`src/rtl/button_event_arbiter.sv`:
```
// Round-robin arbiter that turns single-cycle button press pulses into a serial
// valid/ready event stream, with a post-accept hold-off gap and a saturating drop counter.
module button_event_arbiter #(
    parameter  int N_BTN   = 4,
    parameter  int HOLDOFF = 3,
    parameter  int CNT_W   = 8,
    localparam int ID_W    = (N_BTN > 1) ? $clog2(N_BTN) : 1
) (
    input  logic             clk,
    input  logic             rst,
    input  logic [N_BTN-1:0] btn_pulse,
    output logic             evt_valid,
    input  logic             evt_ready,
    output logic [ID_W-1:0]  evt_id,
    output logic [N_BTN-1:0] pending,
    output logic [CNT_W-1:0] drop_cnt,
    output logic             busy
);

    localparam int HC_W  = (HOLDOFF > 0) ? $clog2(HOLDOFF + 1) : 1;
    localparam int PC_W  = $clog2(N_BTN + 1);
    localparam int SUM_W = CNT_W + PC_W;

    typedef enum logic [1:0] {
        ST_IDLE  = 2'd0,
        ST_OFFER = 2'd1,
        ST_HOLD  = 2'd2
    } state_t;

    state_t             state_q;
    logic               valid_q;
    logic [ID_W-1:0]    id_q;
    logic [ID_W-1:0]    ptr_q;
    logic [HC_W-1:0]    hcnt_q;
    logic [N_BTN-1:0]   pend_q;
    logic [CNT_W-1:0]   drop_q;
    logic               busy_q;

    logic               accept_s;
    logic [N_BTN-1:0]   clr_s;
    logic [N_BTN-1:0]   drop_bits_s;
    logic [N_BTN-1:0]   pend_d;
    logic [CNT_W-1:0]   drop_d;
    logic [ID_W-1:0]    winner_s;
    logic [ID_W-1:0]    ptr_next_s;

    // First set request at or above ptr wins; otherwise the lowest set request below ptr.
    function automatic logic [ID_W-1:0] rr_pick(
        input logic [N_BTN-1:0] req,
        input logic [ID_W-1:0]  ptr
    );
        logic [ID_W-1:0] hi_pick;
        logic [ID_W-1:0] lo_pick;
        logic            hi_found;
        hi_pick  = '0;
        lo_pick  = '0;
        hi_found = 1'b0;
        for (int i = N_BTN - 1; i >= 0; i--) begin
            hi_pick  = (req[i] && (ID_W'(i) >= ptr)) ? ID_W'(i) : hi_pick;
            hi_found = hi_found | (req[i] && (ID_W'(i) >= ptr));
            lo_pick  = (req[i] && (ID_W'(i) < ptr)) ? ID_W'(i) : lo_pick;
        end
        return hi_found ? hi_pick : lo_pick;
    endfunction

    function automatic logic [PC_W-1:0] popcnt(input logic [N_BTN-1:0] v);
        logic [PC_W-1:0] c;
        c = '0;
        for (int i = 0; i < N_BTN; i++) begin
            c = c + PC_W'(v[i]);
        end
        return c;
    endfunction

    function automatic logic [CNT_W-1:0] sat_add(
        input logic [CNT_W-1:0] a,
        input logic [PC_W-1:0]  b
    );
        logic [SUM_W-1:0] s;
        s = SUM_W'(a) + SUM_W'(b);
        return (s > SUM_W'({CNT_W{1'b1}})) ? {CNT_W{1'b1}} : s[CNT_W-1:0];
    endfunction

    // A press landing on its own accept edge survives because the set wins over the clear.
    assign accept_s    = valid_q & evt_ready;
    assign clr_s       = accept_s ? (N_BTN'(1) << id_q) : {N_BTN{1'b0}};
    assign drop_bits_s = btn_pulse & pend_q & ~clr_s;
    assign pend_d      = (pend_q & ~clr_s) | btn_pulse;
    assign drop_d      = sat_add(drop_q, popcnt(drop_bits_s));
    assign winner_s    = rr_pick(pend_q, ptr_q);
    assign ptr_next_s  = (id_q == ID_W'(N_BTN - 1)) ? {ID_W{1'b0}} : (id_q + ID_W'(1));

    // Request flags, drop counter and the IDLE/OFFER/HOLD sequencer with registered outputs.
    always_ff @(posedge clk or negedge rst) begin
        if (!rst) begin
            state_q <= ST_IDLE;
            valid_q <= 1'b0;
            id_q    <= '0;
            ptr_q   <= '0;
            hcnt_q  <= '0;
            pend_q  <= '0;
            drop_q  <= '0;
            busy_q  <= 1'b0;
        end else begin
            pend_q <= pend_d;
            drop_q <= drop_d;
            case (state_q)
                ST_IDLE: begin
                    if (|pend_q) begin
                        state_q <= ST_OFFER;
                        valid_q <= 1'b1;
                        id_q    <= winner_s;
                        busy_q  <= 1'b1;
                    end else begin
                        state_q <= ST_IDLE;
                        valid_q <= 1'b0;
                        busy_q  <= 1'b0;
                    end
                end
                ST_OFFER: begin
                    if (accept_s) begin
                        valid_q <= 1'b0;
                        ptr_q   <= ptr_next_s;
                        if (HOLDOFF > 0) begin
                            state_q <= ST_HOLD;
                            hcnt_q  <= HC_W'(HOLDOFF);
                            busy_q  <= 1'b1;
                        end else begin
                            state_q <= ST_IDLE;
                            busy_q  <= 1'b0;
                        end
                    end else begin
                        state_q <= ST_OFFER;
                        valid_q <= 1'b1;
                        busy_q  <= 1'b1;
                    end
                end
                ST_HOLD: begin
                    if (hcnt_q <= HC_W'(1)) begin
                        state_q <= ST_IDLE;
                        hcnt_q  <= '0;
                        busy_q  <= 1'b0;
                    end else begin
                        state_q <= ST_HOLD;
                        hcnt_q  <= hcnt_q - HC_W'(1);
                        busy_q  <= 1'b1;
                    end
                end
                default: begin
                    state_q <= ST_IDLE;
                    valid_q <= 1'b0;
                    busy_q  <= 1'b0;
                end
            endcase
        end
    end

    assign evt_valid = valid_q;
    assign evt_id    = id_q;
    assign pending   = pend_q;
    assign drop_cnt  = drop_q;
    assign busy      = busy_q;

endmodule

```
`config.mk`:
```
export PLATFORM = sky130hd
export DESIGN_NAME = button_event_arbiter
export DESIGN_NICKNAME = d
export VERILOG_FILES = /design/src/rtl/button_event_arbiter.sv
export SDC_FILE = /design/constraint.sdc
export NUM_CORES = 1
export LEC_CHECK = 0
export CAP_MARGIN = 0
export CORE_MARGIN = 8
export CORE_UTILIZATION = 50
export DETAILED_ROUTE_END_ITERATION = 10
export PLACE_DENSITY = 0.77
export SYNTH_ARGS = -nofsm -noshare
export SYNTH_HDL_FRONTEND = slang
export SYNTH_SLANG_ARGS = --single-unit
export TNS_END_PERCENT = 10
```
`constraint.sdc`:
```
create_clock -name clk -period 3.2 [get_ports clk]
set_input_delay 0.64 -clock clk [delete_from_list [all_inputs] [get_ports clk]]
set_output_delay 0.64 -clock clk [all_outputs]
set_load 0.005 [all_outputs]
```
==> flow_summary.json, run 1 <==
{
  "ioPinCount": 23,
  "cp.required_ps": 3440,
  "grt_util_all_layers": 0.127,
  "maxCapViolCount": 0,
  "synth_top_family_by_area": "simple AND/OR/NAND/NOR gates",
  "drive_above_1_share": 0.0719,
  "port_buffers": 22,
  "setup_viol": 0,
  "wl_per_cell_um": 14.4,
  "start_util": 0.520,
  "die_area_um2": 4030,
  "antenna_found_initial": 0,
  "p_leak_uw": 0.000618,
  "synth.cell_area_um2": 1130,
  "startpoint_type": "primary input",
  "crit_chain": "clkdlybuf4s50_1 -> and2_1 -> nand2_1 -> nand3_1 -> fa_1 -> fa_1 -> inv_1 -> fa_2 -> nand2_1 -> nor2_1 -> nand4_1 -> nand2b_1",
  "final_cells": 167,
  "drt_iter0_drc": 28,
  "synth_compound_area_frac": 0.153,
  "clkTransAtPathRegs_ps": 110,
  "synthXorXnorAreaFrac": 0.0155,
  "timing.final.crit_share": 0.939,
  "hold_viol": 0,
  "vias_per_cell": 5.33,
  "cts_tree": "done",
  "antenna_cells": 0,
  "rsz0062_at_grt": "no",
  "via_count": 890,
  "finalMaxSlewViolations": 0,
  "yosys-top-cells-area": "dfrtp_1 49%, ha_1 5.5%, fa_1 5.3%",
  "p_per_area_nw_per_um2": 949,
  "post-dp-hpwl_um": 1840,
  "yosysWarningCount": 0,
  "yosys.cell_types.count": 30,
  "path_class": "in2reg",
  "slowest_stage": "fa_1",
  "cts_sinks": 22,
  "postCtsHoldBufs": 0,
  "tightest_slew_ps": 346,
  "layout_common_cells": "22 x dfrtp_1, 22 x clkdlybuf4s50_1, 16 x nand2_1",
  "crit_fanout": 4,
  "yosysTopAreaCell": "dfrtp_1",
  "grt_pass1_vias": 959,
  "syn_avg_cell_area_um2": 10.2,
  "routed_wirelength_um": 2400,
  "gr-total-overflow": 0,
  "netlist_instances": 111,
  "ir_drop_uv": 599,
  "cts-htree-levels": 1,
  "die_h_um": 63.5,
  "grt_max_degree": 23,
  "syn_to_final_growth_pct": 27.2,
  "cts-root-buf": "clkbuf_4",
  "synth_seq_area_share": 0.488,
  "coreArea_um2": 2170,
  "synth.area.mux_share": 0.0277,
  "layout_setup_ws_ps": 194,
  "gp_congestion": 0.900,
  "finalCriticalPeriod_ps": 3010,
  "cp-end-kind": "register",
  "cts_buffer_depth": 2,
  "cp.buffers_inverters": 2,
  "yosys.area_share.simple": 0.181,
  "yosys.area_share.adder": 0.109,
  "crit_family": "adder cells",
  "cts_buffers": 3,
  "drt.antenna.violating_nets": 0,
  "yosysTopAreaCellShare": 0.488,
  "first_pass_iters": 4,
  "dp_cells": 164,
  "synth_seq_cells": 22,
  "reg2reg_depth": 12,
  "slew_headroom": 0.767,
  "grt_pass1_wl_um": 4220,
  "worstHoldPathCells": 1,
  "row_count": 17,
  "outcome": "finished clean",
  "drc": 0,
  "cp_data_arrival_time_ps": 3240,
  "fmaxAchievable_mhz": 333,
  "min_path_type": "reg2reg",
  "syn_nets": 126,
  "nets": 156,
  "post-route-util": 0.661,
  "fillCellCount": 180,
  "cpPeakStageDelay_ps": 500,
  "skew_ps": 1.82,
  "worstSkewPairLatency_ps": 290,
  "cp.depth": 12,
  "die_x_um": 63.5,
  "place_ws_ps": -137
}
[area by class of cell]
type,count,area (µm²),area share
Clock buffer,3,22.5,0.0157
Inverter,7,26.3,0.0183
Multi-Input combinational cell,81,551,0.384
Sequential cell,22,551,0.384
Tap cell,28,35.0,0.0244
Timing Repair Buffer,26,250,0.174
[registers in the layout, indices dropped and copies added, names as in the netlist]
signal     cells
drop_cnt       8
hcnt_q         2
evt_id         2
evt_valid      1
state_q        2
pending        4
ptr_q          2
busy           1
[per-stage QoR]
stage          instance area, µm²  setup TNS, ps  hold WS [ps]  power [µW]
2_1_floorplan                1130              0           344         926
3_3_place_gp                 1410           -221           490        1210
6_report                     1440              0           517        1360
3_5_place_dp                 1410           -746           501        1240
5_1_grt                      1440              0           542        1500
4_1_cts                      1430              0           527        1370
[routing by layer]
layer	vias up	wire length, µm	GRT usage	part of all wire
met5	-	0	0	0
li1	443	-	-	-
met3	2	103	0.0371	0.043
met1	430	1070	0.145	0.45
met4	0	14	0.0585	0.0058
met2	15	1210	0.213	0.50
[worst reg2reg max path, cell delays in order, from the launching register on]
cell and delay (ps):
dfrtp_1 460, inv_1 90, ha_1 200, nand2_1 70, nand3_1 110, fa_1 500
fa_1 460, inv_1 100, fa_2 240, nand2_1 60, nor2_1 150, nand4_1 220
nand2b_1 130
[power by group]
part / switching, µW / internal [µW]
logic: 296 / 385
clock network: 75.9 / 43.8
registers: 159 / 402
[what timing repair did]
item                       in CTS  in global routing
setup buffers                   0                  0
setup endpoints to repair       0                  3
resized for setup               0                  1
hold endpoints to repair        0                  0
[path summary, 6_finish.rpt]
| path | from | end | slack [ps] |
|---|---|---|---|
| worst min-delay path | hcnt_q[0]$_DFFE_PN0P_ | hcnt_q[0]$_DFFE_PN0P_ | 520 |
| worst max-delay path | evt_ready | drop_cnt[1]$_DFF_PN0_ | 190 |
| worst max register to register | evt_id[0]$_DFFE_PN0P_ | drop_cnt[1]$_DFF_PN0_ | 360 |
| worst min register to register | hcnt_q[0]$_DFFE_PN0P_ | hcnt_q[0]$_DFFE_PN0P_ | 520 |
| min in group asynchronous | rst | hcnt_q[0]$_DFFE_PN0P_ | 670 |
| max in group asynchronous | rst | drop_cnt[0]$_DFF_PN0_ | 2310 |
[cell usage after synthesis]
cell,n
dfrtp_1,22
nand2_1,16
inv_1,7
nor2_1,7
a21oi_1,6
nand3_1,6
ha_1,5
a21o_1,4
nand2b_1,4
a31oi_1,3
fa_1,3
nor2b_1,3
o21ai_0,3
mux2i_1,2
nand3b_1,2
o2111ai_1,2
o21a_1,2
xor2_1,2
a22o_1,1
and2_1,1
and2_4,1
clkbuf_1,1
mux2_2,1
nand4_1,1
o211ai_1,1
o21bai_1,1
o22ai_1,1
o311ai_0,1
o31ai_1,1
or4_1,1
[cell families after synthesis]
logic type,count (synthesis)
xor+xnor,2
flops,22
compound gates,26
simple gates,42
buf+inv,8
mux,3
fa+ha+maj,8
No activity file was read; power rests on OpenSTA's default activity.
==> run 2: changes to the inputs <==
==> constraint.sdc (replaced) <==
create_clock -name clk -period 3.2 [get_ports clk]
set_input_delay 0.64 -clock clk [delete_from_list [all_inputs] [get_ports clk]]
set_output_delay 0.64 -clock clk [all_outputs]
set_load 0.1 [all_outputs]
==> run 2 against run 1 <==
Against the previous run:
- sequential cell count unchanged
- wire length up 3.2%
- fmax up 0.34%
- register-to-register slack better by 50 ps
- largest cell class unchanged
- setup slack better by 10 ps
- global-route usage down 0.064 points
- die area unchanged
- clock skew about the same
==> flow_summary.json, run 2 (same netlist as run 1, synthesis figures left out) <==
{
  "outcome": "finished clean",
  "antenna_found_initial": 0,
  "fmaxAchievable_mhz": 334,
  "worstHoldPathCells": 1,
  "tightest_slew_ps": 342,
  "syn_to_final_growth_pct": 24.9,
  "r2r_end": "drop_cnt[1]$_DFF_PN0_",
  "drc": 0,
  "rrSetupSlack_ps": 410,
  "post-route-util": 0.650,
  "drt.antenna.violating_nets": 0,
  "skew_ps": 1.41,
  "tns_ps": 0,
  "die_x_um": 63.5,
  "gp_congestion": 0.891,
  "start_util": 0.520,
  "maxCapViolCount": 0,
  "port_buffers": 22,
  "row_count": 17,
  "worstSkewPairLatency_ps": 300,
  "r2r_start": "evt_id[0]$_DFFE_PN0P_",
  "grt_util_all_layers": 0.127,
  "cp.required_ps": 3440,
  "die_h_um": 63.5,
  "timing.final.crit_share": 0.936,
  "finalMaxSlewViolations": 0,
  "rsz0062_at_grt": "no",
  "slew_headroom": 0.769,
  "cts-htree-levels": 1,
  "cts_tree": "done",
  "path_class": "in2reg",
  "clkTransAtPathRegs_ps": 120,
  "die_area_um2": 4030,
  "drive_above_1_share": 0.213,
  "crit_fanout": 4,
  "post-dp-hpwl_um": 1900,
  "routed_wirelength_um": 2480,
  "hp-start": "hcnt_q[0]$_DFFE_PN0P_",
  "first_pass_iters": 4,
  "finalCriticalPeriod_ps": 3000,
  "cp_data_arrival_time_ps": 3240,
  "final_common_cell": "buf_4",
  "coreArea_um2": 2170,
  "grt_pass1_vias": 997,
  "grt_pass1_wl_um": 4260,
  "cts-root-buf": "clkbuf_4",
  "cts_buffers": 3,
  "reg2reg_depth": 12,
  "wl_per_cell_um": 14.7,
  "cts_buffer_depth": 2,
  "setup_viol": 0,
  "largest_reg_flops": 8,
  "via_count": 931,
  "antenna_cells": 0,
  "ioPinCount": 23,
  "nets": 157,
  "grt_max_degree": 23,
  "vias_per_cell": 5.51,
  "min_path_type": "reg2reg",
  "cts_sinks": 22,
  "gr-total-overflow": 0,
  "startpoint_type": "primary input",
  "min_to": "hcnt_q[0]$_DFFE_PN0P_",
  "crit_start": "evt_ready",
  "layout_common_cells": "21 x buf_4, 19 x dfrtp_1, 16 x nand2_1",
  "hold_viol": 0,
  "cp-end-kind": "register",
  "drt_iter0_drc": 48
}
-- run 2: stage by stage --
stage	cell area, µm²	setup WS (ps)	cells	hold slack, ps
after floorplan	1130	110	111	344
after global placement	1380	-76.5	165	490
after detailed placement	1380	-147	165	507
after CTS	1410	164	169	529
after global routing	1410	29.9	169	563
final	1410	204	169	534
-- run 2: routing by layer --
metal,GRT usage,vias up,part of all wire
li1,-,444,-
met1,0.141,460,0.45
met2,0.221,21,0.48
met3,0.0336,6,0.045
met4,0.0529,0,0.023
met5,0,-,0
-- run 2: repair_timing --
action,CTS,global route
setup endpoints to repair,0,4
gates resized for setup,0,1
setup buffers,0,0
hold buffers,0,0
-- run 2: cell type report --
type	instances	area (µm²)
tap	28	35.0
fill	190	759
multi-input combinational	81	551
inverter	7	26.3
clock buffer	4	26.3
timing repair buffer	27	218
sequential	22	554
-- run 2: worst max-delay path by stage --
stage / to / slack (ps)
2_1_floorplan: drop_cnt[1]$_DFF_PN0_ / 110
4_1_cts: drop_cnt[1]$_DFF_PN0_ / 160
3_5_place_dp: drop_cnt[1]$_DFF_PN0_ / -150
5_1_grt: drop_cnt[1]$_DFF_PN0_ / 30
3_3_place_gp: drop_cnt[1]$_DFF_PN0_ / -80
6_report: drop_cnt[1]$_DFF_PN0_ / 200
-- run 2: critical path, cell delays in order --
cell and delay [ps]:
clkdlybuf4s50_1 400, and2_1 160, nand2_1 90, nand3_1 100, fa_1 500, fa_1 460
inv_1 80, fa_1 230, nand2_1 90, nor2_2 140, nand4_1 210, nand2b_1 140
Power of run 2 is left out: the tool's default activity adds up to more than one toggle a clock period on the data nets, which glitch-free logic cannot reach.
==> run 3: changes to the inputs <==
GPL_TIMING_DRIVEN = 0   (was unset)
==> run 3 against run 2 <==
Against the previous run:
- first-iteration DRC count down 69%
- wire length about the same
- clock skew up 6.7 ps
- setup slack better by 17 ps
- critical path type unchanged
- global-route usage up 0.68 points
- non-clock buffer count down 5
- via count down 3.9%
==> flow_summary.json, run 3 (same netlist as run 1, synthesis figures left out) <==
{
  "vias_per_cell": 5.46,
  "slew_headroom": 0.343,
  "path_class": "in2reg",
  "drt_iter0_drc": 15,
  "clkTransAtPathRegs_ps": 110,
  "timing.final.crit_share": 0.931,
  "ioPinCount": 23,
  "cts_sinks": 22,
  "drc": 0,
  "routed_wirelength_um": 2470,
  "crit_family": "adder cells",
  "postCtsHoldBufs": 0,
  "wl_per_cell_um": 15.1,
  "min_path_type": "reg2reg",
  "via_count": 895,
  "slowest_stage": "fa_1",
  "antenna_found_initial": 0,
  "post-dp-hpwl_um": 1850,
  "syn_to_final_growth_pct": 26.2,
  "grt_pass1_wl_um": 4410,
  "crit_fanout": 7,
  "gp_congestion": 0.843,
  "port_buffers": 22,
  "crit_start": "evt_ready",
  "antenna_cells": 0,
  "cts_tree": "done",
  "first_pass_iters": 4,
  "cp-end-kind": "register",
  "maxCapViolCount": 0,
  "cp.buffers_inverters": 2,
  "stdcell_area_um2": 1420,
  "cts-root-buf": "clkbuf_4",
  "hold_viol": 0,
  "startpoint_type": "primary input",
  "cts_buffers": 3,
  "worstSkewPairLatency_ps": 310,
  "cts-htree-levels": 1,
  "start_util": 0.520,
  "grt_max_degree": 23,
  "layout_common_cells": "22 x clkdlybuf4s50_1, 19 x dfrtp_1, 16 x nand2_1",
  "fmaxAchievable_mhz": 336,
  "finalCriticalPeriod_ps": 2980,
  "die_area_um2": 4030,
  "outcome": "finished clean",
  "setup_viol": 0,
  "grt_pass1_vias": 958,
  "cts_setup_buffers": 0,
  "row_count": 17,
  "finalMaxSlewViolations": 0,
  "cts_buffer_depth": 2,
  "rsz0062_at_grt": "no",
  "place_area_um2": 1390,
  "final_common_cell": "clkdlybuf4s50_1",
  "cpPeakStageDelay_ps": 500,
  "hp-start": "hcnt_q[1]$_DFFE_PN0P_",
  "r2r_start": "evt_id[0]$_DFFE_PN0P_",
  "drt.antenna.violating_nets": 0,
  "die_x_um": 63.5,
  "crit_chain": "clkdlybuf4s50_1 -> and2_2 -> nand2_1 -> nand3_1 -> fa_1 -> fa_2 -> inv_1 -> fa_2 -> nand2_1 -> nor2_4 -> nand4_1 -> nand2b_1",
  "drive_above_1_share": 0.0882,
  "coreArea_um2": 2170,
  "grt_util_all_layers": 0.133,
  "cp_data_arrival_time_ps": 3220,
  "tightest_slew_ps": 982,
  "skew_ps": 8.15,
  "fillCellCount": 199,
  "rrSetupSlack_ps": 470,
  "largest_reg_flops": 8,
  "nets": 152,
  "cp.required_ps": 3440,
  "gr-total-overflow": 0,
  "die_h_um": 63.5
}
## run 3: routing by layer
layer	GRT usage	vias to the layer above	routed length, µm
li1	-	432	-
met1	0.148	438	1040
met2	0.214	20	1220
met3	0.0530	5	162
met4	0.0696	0	50
met5	0	-	0
## run 3: final cells by class
type / instances / area (µm²) / share of cell area
Inverter: 7 / 26.3 / 0.0185
Multi-Input combinational cell: 81 / 562 / 0.395
Clock buffer: 4 / 26.3 / 0.0185
Sequential cell: 22 / 554 / 0.389
Tap cell: 28 / 35.0 / 0.0246
Timing Repair Buffer: 22 / 220 / 0.155
## run 3: path summary, 6_finish.rpt
check                                        end  cells after the start
max                        drop_cnt[1]$_DFF_PN0_                     12
min                        hcnt_q[1]$_DFFE_PN0P_                      2
max reg2reg                drop_cnt[1]$_DFF_PN0_                     12
min reg2reg                hcnt_q[1]$_DFFE_PN0P_                      2
max in group asynchronous  evt_id[1]$_DFFE_PN0P_                      1
min in group asynchronous   ptr_q[0]$_DFFE_PN0P_                      1
## run 3: worst reg2reg max path, cell delays in order, from the launching register on
cell	delay, ps
dfrtp_2	430
inv_1	90
ha_1	200
nand2_1	80
nand3_1	100
fa_1	500
fa_2	400
inv_1	80
fa_2	230
nand2_1	90
nor2_4	130
nand4_1	200
nand2b_1	130
## run 3: timing repair
action | 4_1_cts | 5_1_grt
endpoints found under the setup margin | 5 | 5
pin swaps | 0 | 2
resized for setup | 1 | 4
## run 3: metrics by stage
step / TNS, ps / setup slack [ps] / cells / hold WS (ps) / util
after global routing: 0 / 49.0 / 164 / 551 / 0.656
after detailed placement: -2840 / -454 / 161 / 496 / 0.640
after global placement: -2280 / -391 / 161 / 491 / 0.640
final: 0 / 221 / 164 / 523 / 0.656
after floorplan: 0 / 110 / 111 / 344 / -
after CTS: 0 / 68.1 / 164 / 525 / 0.651
Power of run 3 is left out for the same reason.
